$ cat config.mk
export PLATFORM = sky130hd
export DESIGN_NAME = fifo_uart_tx
export DESIGN_NICKNAME = d
export VERILOG_FILES = /design/src/rtl/fifo_uart_tx.sv
export SDC_FILE = /design/constraint.sdc
export NUM_CORES = 1
export LEC_CHECK = 0
export CORE_MARGIN = 1
export CORE_UTILIZATION = 33
export CTS_BUF_LIST = sky130_fd_sc_hd__clkbuf_4 sky130_fd_sc_hd__clkbuf_8
export CTS_CLUSTER_SIZE = 16
export DETAILED_ROUTE_END_ITERATION = 10
export GPL_TIMING_DRIVEN = 0
export HOLD_SLACK_MARGIN = 0.06
export PLACE_DENSITY_LB_ADDON = 0.12
export SLEW_MARGIN = 20
export SYNTH_ARGS = -nofsm -noshare
export SYNTH_HDL_FRONTEND = slang
export SYNTH_SLANG_ARGS = --single-unit
export TNS_END_PERCENT = 50
$ cat constraint.sdc
create_clock -name clock -period 2.66 [get_ports clock]
set_clock_uncertainty 0.15 [all_clocks]
set_input_delay 0.532 -clock clock [delete_from_list [all_inputs] [get_ports clock]]
set_output_delay 0.532 -clock clock [all_outputs]
set_load 0.02 [all_outputs]
$ cat src/rtl/fifo_uart_tx.sv
`default_nettype none
// +----------------------------------------------------------------------------+
// | Module   : fifo_uart_tx                                                    |
// | Purpose  : Drains a byte FIFO and serialises each byte as an 8-bit frame:  |
// |            start, 8 data bits LSB first, optional even parity, stop.       |
// | Option   : define UART_TX_PARITY_EN to insert the even-parity bit.         |
// | Revision : 1.0 - initial release                                           |
// +----------------------------------------------------------------------------+
module fifo_uart_tx #(
  parameter int CLK_DIV = 16,
  parameter int DATA_W  = 8
) (
  input  logic              clock,
  input  logic              reset,
  input  logic              fifo_empty,
  input  logic [DATA_W-1:0] fifo_data,
  input  logic              tx_en,
  output logic              fifo_rd,
  output logic              tx,
  output logic              busy,
  output logic              tx_done
);

  localparam int c_CNT_W = (CLK_DIV > 1) ? $clog2(CLK_DIV) : 1;
  localparam logic [c_CNT_W-1:0] c_BAUD_LAST = c_CNT_W'(CLK_DIV - 1);
  localparam logic [2:0]         c_LAST_BIT  = 3'd7;

`ifdef UART_TX_PARITY_EN
  typedef enum logic [2:0] {
    S_IDLE   = 3'd0,
    S_FETCH  = 3'd1,
    S_LOAD   = 3'd2,
    S_START  = 3'd3,
    S_DATA   = 3'd4,
    S_PARITY = 3'd5,
    S_STOP   = 3'd6
  } state_t;
`else
  typedef enum logic [2:0] {
    S_IDLE  = 3'd0,
    S_FETCH = 3'd1,
    S_LOAD  = 3'd2,
    S_START = 3'd3,
    S_DATA  = 3'd4,
    S_STOP  = 3'd6
  } state_t;
`endif

  state_t              r_state, w_state_nxt;
  logic [c_CNT_W-1:0]  r_baud, w_baud_nxt;
  logic [2:0]          r_bit_idx, w_bit_idx_nxt;
  logic [DATA_W-1:0]   r_shift, w_shift_nxt;
  logic                r_tx, w_tx_nxt;
  logic                r_busy;
  logic                r_tx_done;
  logic                w_baud_end;

`ifdef UART_TX_PARITY_EN
  logic                r_parity;
`endif

  assign w_baud_end = (r_baud == c_BAUD_LAST);

  // Baud counter defaults to zero so every state entry restarts the bit period.
  always_comb begin
    w_state_nxt   = r_state;
    w_baud_nxt    = '0;
    w_bit_idx_nxt = r_bit_idx;
    w_shift_nxt   = r_shift;
    case (r_state)
      S_IDLE: begin
        if (!fifo_empty && tx_en) w_state_nxt = S_FETCH;
      end
      S_FETCH: w_state_nxt = S_LOAD;
      S_LOAD: begin
        w_state_nxt = S_START;
        w_shift_nxt = fifo_data;
      end
      S_START: begin
        if (w_baud_end) begin
          w_state_nxt   = S_DATA;
          w_bit_idx_nxt = '0;
        end else begin
          w_baud_nxt = r_baud + 1'b1;
        end
      end
      S_DATA: begin
        if (w_baud_end) begin
          if (r_bit_idx == c_LAST_BIT) begin
`ifdef UART_TX_PARITY_EN
            w_state_nxt = S_PARITY;
`else
            w_state_nxt = S_STOP;
`endif
          end else begin
            w_bit_idx_nxt = r_bit_idx + 1'b1;
            w_shift_nxt   = {1'b0, r_shift[DATA_W-1:1]};
          end
        end else begin
          w_baud_nxt = r_baud + 1'b1;
        end
      end
`ifdef UART_TX_PARITY_EN
      S_PARITY: begin
        if (w_baud_end) w_state_nxt = S_STOP;
        else            w_baud_nxt  = r_baud + 1'b1;
      end
`endif
      S_STOP: begin
        if (w_baud_end) w_state_nxt = S_IDLE;
        else            w_baud_nxt  = r_baud + 1'b1;
      end
      default: w_state_nxt = S_IDLE;
    endcase
  end

  // Line level is derived from the next state so tx changes on the same edge as the state.
  always_comb begin
    w_tx_nxt = 1'b1;
    case (w_state_nxt)
      S_START:  w_tx_nxt = 1'b0;
      S_DATA:   w_tx_nxt = w_shift_nxt[0];
`ifdef UART_TX_PARITY_EN
      S_PARITY: w_tx_nxt = r_parity;
`endif
      default:  w_tx_nxt = 1'b1;
    endcase
  end

  always_ff @(posedge clock or negedge reset) begin
    if (!reset) begin
      r_state   <= S_IDLE;
      r_baud    <= '0;
      r_bit_idx <= '0;
      r_shift   <= '0;
      r_tx      <= 1'b1;
      r_busy    <= 1'b0;
      r_tx_done <= 1'b0;
    end else begin
      r_state   <= w_state_nxt;
      r_baud    <= w_baud_nxt;
      r_bit_idx <= w_bit_idx_nxt;
      r_shift   <= w_shift_nxt;
      r_tx      <= w_tx_nxt;
      r_busy    <= (w_state_nxt != S_IDLE);
      r_tx_done <= (w_state_nxt == S_STOP) && (w_baud_nxt == c_BAUD_LAST);
    end
  end

`ifdef UART_TX_PARITY_EN
  always_ff @(posedge clock or negedge reset) begin
    if (!reset)                 r_parity <= 1'b0;
    else if (r_state == S_LOAD) r_parity <= ^fifo_data;
  end
`endif

  assign fifo_rd = (r_state == S_FETCH);
  assign tx      = r_tx;
  assign busy    = r_busy;
  assign tx_done = r_tx_done;

endmodule
`default_nettype wire
Yosys cells after proc, flatten, opt, wreduce, memory -nomap -nowiden
Cells that the tools add are included.
{"block": "word_totals", "register_bits": 21, "out_inout_bits": 4, "elab_cells": 50, "in_bits": 12}
{"block": "op_classes", "n_addsub": 2, "eq_ne": 14, "n_mux": 16, "n_reduce_logical": 10}
{"cell": "3-bit 2-to-1 mux", "n": 8}
{"cell": "3-bit one-hot mux with 6 select lines", "n": 1}
{"cell": "8-bit 2-to-1 mux", "n": 2}
{"cell": "8-bit one-hot mux with 2 select lines", "n": 1}
{"cell": "3-bit == test, second input constant", "n": 5}
{"cell": "3-bit by 2-bit == test with 1-bit output, second input constant", "n": 3}
{"cell": "4-bit == test, second input constant", "n": 2}
{"cell": "4-bit 2-to-1 mux", "n": 2}
{"cell": "2-bit != test, second input constant", "n": 3}
{"cell": "3-bit one-hot mux with 2 select lines", "n": 1}
{"cell": "4-bit by 1-bit adder with 4-bit output, second input constant", "n": 1}
{"cell": "4-bit AND reduction", "n": 1}
{"cell": "2-bit nonzero test", "n": 2}
{"cell": "3-bit by 1-bit adder with 3-bit output, second input constant", "n": 1}
{"cell": "3-bit by 1-bit == test with 1-bit output, second input constant", "n": 1}
{"cell": "3-bit zero test", "n": 1}
{"cell": "3-bit AND reduction", "n": 1}
{"cell": "3-bit nonzero test", "n": 1}
{"cell": "3-bit OR reduction", "n": 1}
{"cell": "1-bit logical AND", "n": 2}
{"cell": "1-bit one-hot mux with 2 select lines", "n": 1}
{"cell": "1-bit zero test", "n": 1}

Depth between registers and ports, before layout
Gate-level depths: netlist (run 1).
{"block": "logic_depth", "ltp_word": 6, "depth_mapped": 7, "depth_no_buf": 6}

Worst setup path after synthesis (run 1)
Ideal clock, no wire load.
{"block": "synth_timing", "kind": "flip-flop to flip-flop", "from": "register r_baud[0]", "to": "register r_tx (netlist: tx)", "n_path_buf": 1, "slack_ps": 815, "arrival_ps": 1612, "setup_ps": 83, "path_stages_with_launch": 7, "synth_period_minus_slack_ps": 1845, "required_time_ps": 2427, "path_cell_list": "dfrtp_1 ha_1 and3_4 buf_6 a2111o_1 a221oi_2 nor3_1"}
{"block": "synth_via", "elab_chain_len": 5, "elab_cells_between_ends": 10, "classes_between": "eq/ne (3); mux (7)"}
{"item": "start, declared", "line": "50", "source": "logic [c_CNT_W-1:0] r_baud, w_baud_nxt;"}
{"item": "start signal, assigned", "line": "141", "source": "r_baud <= w_baud_nxt;"}
{"item": "4-bit == test (*)", "line": "62", "source": "assign w_baud_end = (r_baud == c_BAUD_LAST);"}
{"item": "3-bit 2-to-1 mux (on tied branches)", "line": "110, 80, 88"}
{"item": "3-bit one-hot mux with 6 select lines", "line": "70", "source": "case (r_state)"}
{"item": "3-bit == test or 3-bit by 2-bit == test with 1-bit output (tied branches)", "line": "120", "source": "case (w_state_nxt)"}
{"item": "1-bit one-hot mux with 2 select lines (*)", "line": "120"}
{"item": "via w_tx_nxt", "line": "53", "source": "logic r_tx, w_tx_nxt;"}
{"item": "end signal, assigned", "line": "144", "source": "r_tx <= w_tx_nxt;"}
{"item": "end, declared", "line": "53"}
The timed path passes the listed nets; every way through them passes the cells marked *. The select of a mux whose other input is x is not followed.
A chain may end at the register's enable or synchronous reset.

Worst setup path in the final report (run 1)
{"block": "layout_timing", "from": "register r_state[1]", "to": "output port fifo_rd"}
{"block": "layout_via", "elab_chain_len": 1}
{"item": "start, declared", "line": "49", "source": "state_t r_state, w_state_nxt;"}
{"item": "start signal, assigned", "line": "140", "source": "r_state <= w_state_nxt;"}
{"item": "3-bit by 1-bit == test with 1-bit output", "line": "157", "source": "assign fifo_rd = (r_state == S_FETCH);"}
{"item": "end, declared", "line": "18", "source": "output logic fifo_rd,"}
Every way passes these cells.

==> results of run 1 <==
==> state kept, by name, summed over array words and instances, names as in the netlist <==
name,cells
busy,1
r_state,3
r_baud,4
tx,1
tx_done,1
r_bit_idx,3
r_shift,8
==> placed cells by master, fill, tap and decap left out, types with 2 or more instances in the layout <==
cell type,instances
sky130_fd_sc_hd__nand2_1,17
sky130_fd_sc_hd__and3b_1,2
sky130_fd_sc_hd__nor3_1,2
sky130_fd_sc_hd__a21o_1,2
sky130_fd_sc_hd__inv_1,3
sky130_fd_sc_hd__a21oi_1,2
sky130_fd_sc_hd__dfrtp_1,20
sky130_fd_sc_hd__nor2b_1,3
sky130_fd_sc_hd__nor2_1,3
sky130_fd_sc_hd__buf_4,2
sky130_fd_sc_hd__ha_1,3
sky130_fd_sc_hd__o21ai_0,3
sky130_fd_sc_hd__a22o_1,2
sky130_fd_sc_hd__clkbuf_4,3
sky130_fd_sc_hd__a22oi_1,6
sky130_fd_sc_hd__clkdlybuf4s50_1,15
sky130_fd_sc_hd__nand3b_1,2
==> final cells by class <==
cell class,count,area share [%]
plain buffers,6,3.83
clock buffers,3,1.72
clock inverters,1,0.383
inverters,3,0.861
multi-input cells,67,37.2
flip-flops and latches,21,40.3
well taps,44,4.21
repair buffers,15,11.5
==> routing by layer <==
| metal | vias up | share of wire [%] |
|---|---|---|
| met5 | - | 0 |
| met4 | 0 | 0.89 |
| met3 | 2 | 2.9 |
| met2 | 8 | 48 |
| met1 | 367 | 49 |
| li1 | 391 | - |
==> power groups by stage <==
stage               Combinational (W)  Sequential (W)  Clock (W)
CTS                         0.0000336        0.000329   0.000164
global placement            0.0000332        0.000335          0
global route                0.0000361        0.000330   0.000179
finish                      0.0000326        0.000329   0.000156
floorplan                  0.00000751        0.000336          0
detailed placement          0.0000333        0.000335          0
==> kinds of logic after synthesis <==
group / synth area share, %
adders and majority gates: 3.49
AOI/OAI and AO/OA: 18.9
xor gates and xnor gates: 0.815
and+or+nand+nor: 21.2
buffers and inverters: 5.70
muxes: 0.931
DFF: 49.0
==> worst paths after layout <==
kind | from | to | slack (ns) | depth (start not counted)
worst min-delay path | r_shift[2] | r_shift[2] | 0.35 | 2
worst max-delay path | r_state[1] | fifo_rd | 0.24 | 3
worst min register to register | r_shift[2] | r_shift[2] | 0.35 | 2
max in group asynchronous | reset | r_state[1] | 1.21 | 1
min in group asynchronous | reset | r_bit_idx[2] | 0.58 | 1
worst max register to register | r_bit_idx[0] | tx | 0.63 | 6
==> worst register-to-register path, delay by kind of cell, from the launching register on <==
family | cells | cell delay (ns)
compound gates | 2 | 0.50
simple gates | 2 | 0.45
fa+ha+maj | 2 | 0.45
flops | 1 | 0.42
==> per-stage QoR <==
step           setup WS (ns)  cell area, um^2  utilization (%)  power, W  cells
6_report               0.243             1310             42.5  0.000518    160
5_1_grt                0.158             1310             42.5  0.000545    160
4_1_cts                0.225             1310             42.5  0.000526    160
3_5_place_dp           0.583             1280             41.6  0.000368    156
3_3_place_gp           0.585             1280             41.6  0.000368    156
2_1_floorplan          0.815             1070                -  0.000343     97
==> impl_results.html, run 1 <==
<table>
<tr><th>Metric</th><th>Value</th></tr>
<tr><th colspan="2">Outcome</th></tr>
<tr><td>Status</td><td>finished, final reports clean</td></tr>
<tr><th colspan="2">Power</th></tr>
<tr><td>Fraction of power spent switching nets</td><td>between 20% and 30%</td></tr>
<tr><td>Power spent charging and discharging nets</td><td>0.000115 W</td></tr>
<tr><td>Clk pwr share</td><td>30.1%</td></tr>
<tr><td>Share of total power in combinational logic</td><td>6.3%</td></tr>
<tr><td>Leakage</td><td>0.576 nW</td></tr>
<tr><td>Portion of total power attributed to sequential cells</td><td>between 60 and 70%</td></tr>
<tr><td>Worst-case vdd ir drop</td><td>0.000150 V</td></tr>
<tr><td>Total power per unit cell area</td><td>396 mW/mm^2</td></tr>
<tr><td>Design internal power</td><td>0.000402 W</td></tr>
<tr><th colspan="2">Layout</th></tr>
<tr><td>Proportion of layout cells with a drive suffix above 1</td><td>18.1%</td></tr>
<tr><td>Number of filler cells placed in the layout</td><td>306</td></tr>
<tr><td>Layout Nets</td><td>132</td></tr>
<tr><td>Inserted Diodes</td><td>0</td></tr>
<tr><td>Area taken by flip-flops and latches</td><td>between 500 and 600 um^2</td></tr>
<tr><td>Layout overhead on the synthesized area</td><td>21.7%</td></tr>
<tr><td>Area taken by multi-input logic gates</td><td>between 400 and 500 um^2</td></tr>
<tr><th colspan="2">Logic synthesis</th></tr>
<tr><td>Cell types with the largest area share after synthesis</td><td>sky130_fd_sc_hd__dfrtp_1 47%, sky130_fd_sc_hd__nand2_1 5.9%, sky130_fd_sc_hd__a22oi_1 4.2%</td></tr>
<tr><td>Syn_nets</td><td>between 100 and 150</td></tr>
<tr><td>Post-synthesis register bit count</td><td>21</td></tr>
<tr><td>Leading cell types by count after synthesis</td><td>20 x sky130_fd_sc_hd__dfrtp_1, 17 x sky130_fd_sc_hd__nand2_1, 6 x sky130_fd_sc_hd__a22oi_1</td></tr>
<tr><td>Main flop type after synthesis</td><td>sky130_fd_sc_hd__dfrtp_1</td></tr>
<tr><td>Share of synthesized area occupied by flip-flops and latches</td><td>49.0%</td></tr>
<tr><td>Number of instances in the synthesized netlist</td><td>97</td></tr>
<tr><td>Most frequently used cell type in the post-synthesis netlist</td><td>sky130_fd_sc_hd__dfrtp_1</td></tr>
<tr><td>Library cell with the largest summed area after synthesis</td><td>sky130_fd_sc_hd__dfrtp_1</td></tr>
<tr><td>Number of synthesized flops with an enable pin</td><td>0</td></tr>
<tr><td>Per-instance average area after synthesis</td><td>11.1 um^2</td></tr>
<tr><td>Number of distinct library cell variants in the gate-level netlist after synthesis</td><td>40</td></tr>
<tr><td>Number of warnings printed during yosys synthesis</td><td>0</td></tr>
<tr><td>Cell area after synthesis</td><td>0.00107 mm^2</td></tr>
<tr><td>Async S/R FF share, synth</td><td>100%</td></tr>
<tr><td>Yosys top cell area share</td><td>46.6%</td></tr>
<tr><th colspan="2">STA</th></tr>
<tr><td>Worst-case hold slack</td><td>0.346 ns</td></tr>
<tr><td>Max-slew headroom</td><td>38.0%</td></tr>
<tr><td>Pins over their slew limit</td><td>0</td></tr>
<tr><td>Upper clock frequency limit</td><td>between 400 and 500 MHz</td></tr>
<tr><td>Number of setup violations in the final report</td><td>0</td></tr>
<tr><td>Setup repair after global routing missed its margin</td><td>no</td></tr>
<tr><td>Fin. Hold Viols</td><td>0</td></tr>
<tr><td>Measured slew at the worst slew-check pin</td><td>0.928 ns</td></tr>
<tr><td>Post-layout min period</td><td>around 2.4 ns</td></tr>
<tr><td>Final critical-path share of the clock period</td><td>90.9%</td></tr>
<tr><td>Setup Total Neg Slack</td><td>0 ns</td></tr>
<tr><th colspan="2">Placement</th></tr>
<tr><td>Number of port buffers</td><td>15</td></tr>
<tr><td>Weighted congestion reported at the end of routability-driven placement</td><td>0.726</td></tr>
<tr><td>Detailed-placement wirelength estimate</td><td>1430 um</td></tr>
<tr><th colspan="2">Clock network</th></tr>
<tr><td>Clock-pin transition on the worst setup and hold timing paths</td><td>0.12 ns</td></tr>
<tr><td>Clock latency at the later pin of the worst-skew pair</td><td>0.30 ns</td></tr>
<tr><td>Setup bufs post-CTS</td><td>0</td></tr>
<tr><td>Clock sink total</td><td>21</td></tr>
<tr><td>Clock root buffer</td><td>sky130_fd_sc_hd__clkbuf_4</td></tr>
<tr><td>H-tree depth reported by CTS</td><td>1</td></tr>
<tr><td>TritonCTS clock tree</td><td>done</td></tr>
<tr><td>Number of buffers added to fix hold violations after cts</td><td>0</td></tr>
<tr><td>Cts repair resizes</td><td>0</td></tr>
<tr><td>Number of buffers between clock root and the deepest sink</td><td>2</td></tr>
<tr><td>Clock buffer count from CTS</td><td>3</td></tr>
<tr><th colspan="2">Routing</th></tr>
<tr><td>DR DRC count</td><td>0</td></tr>
<tr><td>Routed vias/inst</td><td>between 4 and 5</td></tr>
<tr><td>Iteration-0 DRC count of the detailed router</td><td>50</td></tr>
<tr><td>Number of detailed-routing iterations run before antenna repair</td><td>4</td></tr>
<tr><td>Remaining antenna violation count</td><td>0</td></tr>
<tr><td>WL final</td><td>2030 um</td></tr>
<tr><td>Routed via count</td><td>768</td></tr>
<tr><td>Average wire per cell in the routed design</td><td>roughly 13 um</td></tr>
<tr><th colspan="2">Die</th></tr>
<tr><td>Initial Util</td><td>between 30% and 40%</td></tr>
<tr><td>FP Rows</td><td>20</td></tr>
<tr><td>Die Outline Area</td><td>0.00349 mm^2</td></tr>
<tr><td>Placeable core region</td><td>0.00308 mm^2</td></tr>
<tr><td>Chip Width</td><td>59.1 um</td></tr>
<tr><td>DIE HEIGHT</td><td>59.1 um</td></tr>
<tr><td>Boundary Pins</td><td>16</td></tr>
<tr><th colspan="2">Global route</th></tr>
<tr><td>Grt peak-use layer</td><td>met2</td></tr>
<tr><td>Antenna violations before repair</td><td>0</td></tr>
<tr><td>Number of global-route vias before repair</td><td>759</td></tr>
<tr><td>Met1 Usage GRT</td><td>17.5%</td></tr>
<tr><td>Met2 demand-to-capacity share in global routing</td><td>21.1%</td></tr>
<tr><td>First-pass GRT wire length</td><td>between 3000 and 4000 um</td></tr>
<tr><td>Total GRT Usage</td><td>between 10% and 20%</td></tr>
<tr><td>Maximum number of pins on one net before global-route repair</td><td>22</td></tr>
<tr><td>Remaining global-route overflow</td><td>0</td></tr>
<tr><td>Global routing usage on met3</td><td>2.62%</td></tr>
<tr><th colspan="2">Hold path</th></tr>
<tr><td>Type of the worst min-delay path</td><td>reg -&gt; reg</td></tr>
<tr><th colspan="2">Critical path</th></tr>
<tr><td>WP data arrival</td><td>1.73 ns</td></tr>
<tr><td>Worst path required time</td><td>1.98 ns</td></tr>
<tr><td>Critical Path End Type</td><td>output port</td></tr>
<tr><td>Critical path peak fanout</td><td>10</td></tr>
<tr><td>Cell with the largest stage delay on the worst path</td><td>sky130_fd_sc_hd__clkdlybuf4s50_1</td></tr>
<tr><td>Slowest cell delay on critical path</td><td>0.63 ns</td></tr>
<tr><td>Worst path top cell family by delay</td><td>buffers and inverters</td></tr>
<tr><td>Cell breakdown of the critical path</td><td>clkbuf_8, nor3b_1, clkdlybuf4s50_1</td></tr>
<tr><td>Critical path type</td><td>reg -&gt; out</td></tr>
<tr><td>Kind of start point of the critical path</td><td>flop</td></tr>
<tr><td>Worst Path Buf+Inv</td><td>2</td></tr>
<tr><th colspan="2">Flow run</th></tr>
<tr><td>Max capacitance violation total</td><td>0</td></tr>
</table>
Note: power is estimated with default switching activity, not from simulation.
==> run 2, diff against run 1 <==
--- a/config.mk
+++ b/config.mk
@@ -5,11 +5,14 @@
 export SDC_FILE = /design/constraint.sdc
 export NUM_CORES = 1
 export LEC_CHECK = 0
+export CELL_PAD_IN_SITES_DETAIL_PLACEMENT = 0
+export CELL_PAD_IN_SITES_GLOBAL_PLACEMENT = 1
 export CORE_MARGIN = 1
 export CORE_UTILIZATION = 33
 export CTS_BUF_LIST = sky130_fd_sc_hd__clkbuf_4 sky130_fd_sc_hd__clkbuf_8
 export CTS_CLUSTER_SIZE = 16
 export DETAILED_ROUTE_END_ITERATION = 10
+export DONT_BUFFER_PORTS = 1
 export GPL_TIMING_DRIVEN = 0
 export HOLD_SLACK_MARGIN = 0.06
 export PLACE_DENSITY_LB_ADDON = 0.12
==> run 2 against run 1 <==
  * Non-clock buffer count decreased by 13
  * Wire length decreased by 1.1%
  * Utilization decreased by 4.3 points
  * Via count decreased by 6.3%
  * Critical path depth decreased by 1
  * Hold slack got worse by 0.16 ns
  * Fmax increased by 12%
  * Largest cell class unchanged
  * Design area decreased by 10%
  * Setup slack improved by 0.25 ns
  * Sequential power about the same
  * Flip-flop and latch count unchanged
  * Sequential share of layout area increased by 4.5 points
==> impl_results.html, run 2 (synthesized netlist as in run 1, its figures left out) <==
<table>
<tr><th>Metric</th><th>Value</th></tr>
<tr><th colspan="2">Outcome</th></tr>
<tr><td>Status</td><td>finished, final reports clean (unchanged)</td></tr>
<tr><th colspan="2">Routing</th></tr>
<tr><td>Number of detailed-routing iterations run before antenna repair</td><td>3 (was 4)</td></tr>
<tr><td>Routed vias/inst</td><td>4.90 (was 4.80)</td></tr>
<tr><td>DR DRC count</td><td>0 (unchanged)</td></tr>
<tr><td>WL final</td><td>2010 um (was 2030 um)</td></tr>
<tr><td>Average wire per cell in the routed design</td><td>13.7 um (was 12.7 um)</td></tr>
<tr><td>Remaining antenna violation count</td><td>0 (unchanged)</td></tr>
<tr><td>Iteration-0 DRC count of the detailed router</td><td>11 (was 50)</td></tr>
<tr><td>Routed via count</td><td>720 (was 768)</td></tr>
<tr><td>Routed length on met3</td><td>65 um (was 59 um)</td></tr>
<tr><td>Detailed-routing wirelength on met1</td><td>947 um (was 985 um)</td></tr>
<tr><td>Total met2 wirelength after detailed routing</td><td>975 um (was 966 um)</td></tr>
<tr><td>Top routing layer in use</td><td>met4 (unchanged)</td></tr>
<tr><th colspan="2">Layout</th></tr>
<tr><td>Layout Nets</td><td>119 (was 132)</td></tr>
<tr><td>Largest registers</td><td>r_shift x8, r_baud x4 (unchanged)</td></tr>
<tr><td>Design Area, Final</td><td>0.00117 mm^2 (was 0.00131 mm^2)</td></tr>
<tr><td>Biggest register</td><td>r_shift (unchanged)</td></tr>
<tr><td>Leading cell types in the layout, fill and taps excluded</td><td>20 x sky130_fd_sc_hd__dfrtp_1, 17 x sky130_fd_sc_hd__nand2_1, 6 x sky130_fd_sc_hd__a22oi_1 (was 20 x sky130_fd_sc_hd__dfrtp_1, 17 x sky130_fd_sc_hd__nand2_1, 15 x sky130_fd_sc_hd__clkdlybuf4s50_1)</td></tr>
<tr><td>Non-filler cells, final</td><td>147 (was 160)</td></tr>
<tr><td>Layout overhead on the synthesized area</td><td>9.31% (was 21.7%)</td></tr>
<tr><td>Number of flip-flops under the largest register name</td><td>8 (unchanged)</td></tr>
<tr><td>Inserted Diodes</td><td>0 (unchanged)</td></tr>
<tr><td>Most frequent standard cell in the layout excluding fill and tap cells</td><td>sky130_fd_sc_hd__dfrtp_1 (unchanged)</td></tr>
<tr><td>Proportion of layout cells with a drive suffix above 1</td><td>21.4% (was 18.1%)</td></tr>
<tr><th colspan="2">Placement</th></tr>
<tr><td>Number of port buffers</td><td>0 (was 15)</td></tr>
<tr><td>Detailed-placement wirelength estimate</td><td>1430 um (about the same)</td></tr>
<tr><td>Placed inst area</td><td>0.00113 mm^2 (was 0.00128 mm^2)</td></tr>
<tr><td>Weighted congestion reported at the end of routability-driven placement</td><td>0.687 (was 0.726)</td></tr>
<tr><td>Dpl cells</td><td>141 (was 156)</td></tr>
<tr><th colspan="2">Critical path</th></tr>
<tr><td>Kind of start point of the critical path</td><td>flop (unchanged)</td></tr>
<tr><td>Cell breakdown of the critical path</td><td>clkbuf_8, nor3b_1 (was clkbuf_8, nor3b_1, clkdlybuf4s50_1)</td></tr>
<tr><td>Critical Path End Type</td><td>output port (unchanged)</td></tr>
<tr><td>Worst path required time</td><td>1.98 ns (about the same)</td></tr>
<tr><td>Critical path peak fanout</td><td>10 (unchanged)</td></tr>
<tr><td>Cell with the largest stage delay on the worst path</td><td>sky130_fd_sc_hd__nor3b_1 (was sky130_fd_sc_hd__clkdlybuf4s50_1)</td></tr>
<tr><td>Slowest cell delay on critical path</td><td>0.55 ns (was 0.63 ns)</td></tr>
<tr><td>WP data arrival</td><td>1.48 ns (was 1.73 ns)</td></tr>
<tr><td>Critical path type</td><td>reg -&gt; out (unchanged)</td></tr>
<tr><th colspan="2">Global route</th></tr>
<tr><td>Total GRT Usage</td><td>14.0% (was 13.3%)</td></tr>
<tr><td>First-pass GRT wire length</td><td>3570 um (was 3460 um)</td></tr>
<tr><td>Remaining global-route overflow</td><td>0 (unchanged)</td></tr>
<tr><td>Maximum number of pins on one net before global-route repair</td><td>22 (unchanged)</td></tr>
<tr><td>Number of global-route vias before repair</td><td>762 (was 759)</td></tr>
<tr><td>Antenna violations before repair</td><td>0 (unchanged)</td></tr>
<tr><th colspan="2">STA</th></tr>
<tr><td>Measured slew at the worst slew-check pin</td><td>0.663 ns (was 0.928 ns)</td></tr>
<tr><td>Final critical-path share of the clock period</td><td>81.4% (was 90.9%)</td></tr>
<tr><td>Pins over their slew limit</td><td>0 (unchanged)</td></tr>
<tr><td>Upper clock frequency limit</td><td>462 MHz (was 414 MHz)</td></tr>
<tr><td>Number of setup violations in the final report</td><td>0 (unchanged)</td></tr>
<tr><td>Setup repair after global routing missed its margin</td><td>no (unchanged)</td></tr>
<tr><td>Fin. Hold Viols</td><td>0 (unchanged)</td></tr>
<tr><td>Post-layout min period</td><td>2.17 ns (was 2.42 ns)</td></tr>
<tr><td>Setup Total Neg Slack</td><td>0 ns (unchanged)</td></tr>
<tr><td>Max-slew headroom</td><td>55.7% (was 38.0%)</td></tr>
<tr><th colspan="2">Hold path</th></tr>
<tr><td>Type of the worst min-delay path</td><td>in -&gt; reg (was reg -&gt; reg)</td></tr>
<tr><th colspan="2">Clock network</th></tr>
<tr><td>H-tree depth reported by CTS</td><td>1 (unchanged)</td></tr>
<tr><td>Cts repair resizes</td><td>0 (unchanged)</td></tr>
<tr><td>Number of buffers between clock root and the deepest sink</td><td>2 (unchanged)</td></tr>
<tr><td>Clock-pin transition on the worst setup and hold timing paths</td><td>0.12 ns (about the same)</td></tr>
<tr><td>Clock buffer count from CTS</td><td>3 (unchanged)</td></tr>
<tr><td>Clock latency at the later pin of the worst-skew pair</td><td>0.30 ns (about the same)</td></tr>
<tr><td>TritonCTS clock tree</td><td>done (unchanged)</td></tr>
<tr><td>Clock sink total</td><td>21 (unchanged)</td></tr>
<tr><td>Clock root buffer</td><td>sky130_fd_sc_hd__clkbuf_4 (unchanged)</td></tr>
<tr><th colspan="2">Die</th></tr>
<tr><td>DIE HEIGHT</td><td>59.1 um (unchanged)</td></tr>
<tr><td>Boundary Pins</td><td>16 (unchanged)</td></tr>
<tr><td>FP Rows</td><td>20 (unchanged)</td></tr>
<tr><td>Placeable core region</td><td>0.00308 mm^2 (unchanged)</td></tr>
<tr><td>Die Outline Area</td><td>0.00349 mm^2 (unchanged)</td></tr>
<tr><td>Initial Util</td><td>34.9% (unchanged)</td></tr>
<tr><td>Chip Width</td><td>59.1 um (unchanged)</td></tr>
<tr><th colspan="2">Power</th></tr>
<tr><td>Leakage</td><td>0.527 nW (was 0.576 nW)</td></tr>
<tr><td>Total power per unit cell area</td><td>438 mW/mm^2 (was 396 mW/mm^2)</td></tr>
<tr><td>Worst-case vdd ir drop</td><td>0.000113 V (was 0.000150 V)</td></tr>
<tr><th colspan="2">Flow run</th></tr>
<tr><td>Max capacitance violation total</td><td>0 (unchanged)</td></tr>
</table>
## run 2: cell types whose count changed in the layout (fill, tap and decap cells not counted)
cell	before	now
sky130_fd_sc_hd__clkdlybuf4s50_1	15	0
sky130_fd_sc_hd__buf_2	1	2
sky130_fd_sc_hd__clkinv_2	1	0
sky130_fd_sc_hd__clkbuf_4	3	4
sky130_fd_sc_hd__dlygate4sd3_1	0	1
## run 2: layout make-up
class                   count  area (um^2)
plain buffers               6         50.0
clock buffers               4         30.0
fillers                   321         1900
inverters                   3         11.3
multi-input cells          67          487
flip-flops and latches     21          527
well taps                  44         55.1
repair buffers              2         15.0
## run 2: worst paths after layout
kind | from | slack [ns] | cells past startpoint | endpoint
worst max-delay path | r_state[1] | 0.49 | 2 | fifo_rd
min in group asynchronous | reset | 0.56 | 2 | r_bit_idx[1]
worst min register to register | r_shift[6] | 0.34 | 2 | r_shift[6]
worst min-delay path | fifo_data[7] | 0.19 | 2 | r_shift[7]
worst max register to register | r_bit_idx[0] | 0.66 | 6 | tx
max in group asynchronous | reset | 1.46 | 2 | tx
## run 2: stage by stage
stage	hold slack (ns)	utilization, %	setup WS, ns	power, W
detailed placement	0.0869	36.7	0.664	0.000345
global placement	0.0869	36.7	0.653	0.000344
floorplan	0.0864	-	0.815	0.000343
global route	0.198	38.2	0.413	0.000534
CTS	0.175	38.0	0.462	0.000523
finish	0.190	38.2	0.495	0.000514
## run 2: worst max-delay path: cells and delay by family (launching register included)
| family | cells | cell delay [ns] |
|---|---|---|
| buf+inv | 1 | 0.18 |
| simple gates | 1 | 0.55 |
| flops | 1 | 0.45 |
## run 2: timing repair
item	in CTS	in global routing
hold endpoints to repair	21	20
hold buffers	1	1
buffers inserted	0	0
## run 2: routing by layer
metal | up-vias | global-route usage (%)
li1 | 358 | -
met1 | 352 | 18.3
met3 | 2 | 2.62
met2 | 8 | 22.6
met5 | - | 0
met4 | 0 | 6.12
## run 2: power breakdown
group | switching (W) | internal, W | total [W] | leakage (nW)
Combinational | 0.00000970 | 0.00000651 | 0.0000162 | 0.268
Sequential | 0.00000421 | 0.000326 | 0.000330 | 0.240
Clock | 0.0000994 | 0.0000686 | 0.000168 | 0.0184
Total | 0.000113 | 0.000401 | 0.000514 | 0.527
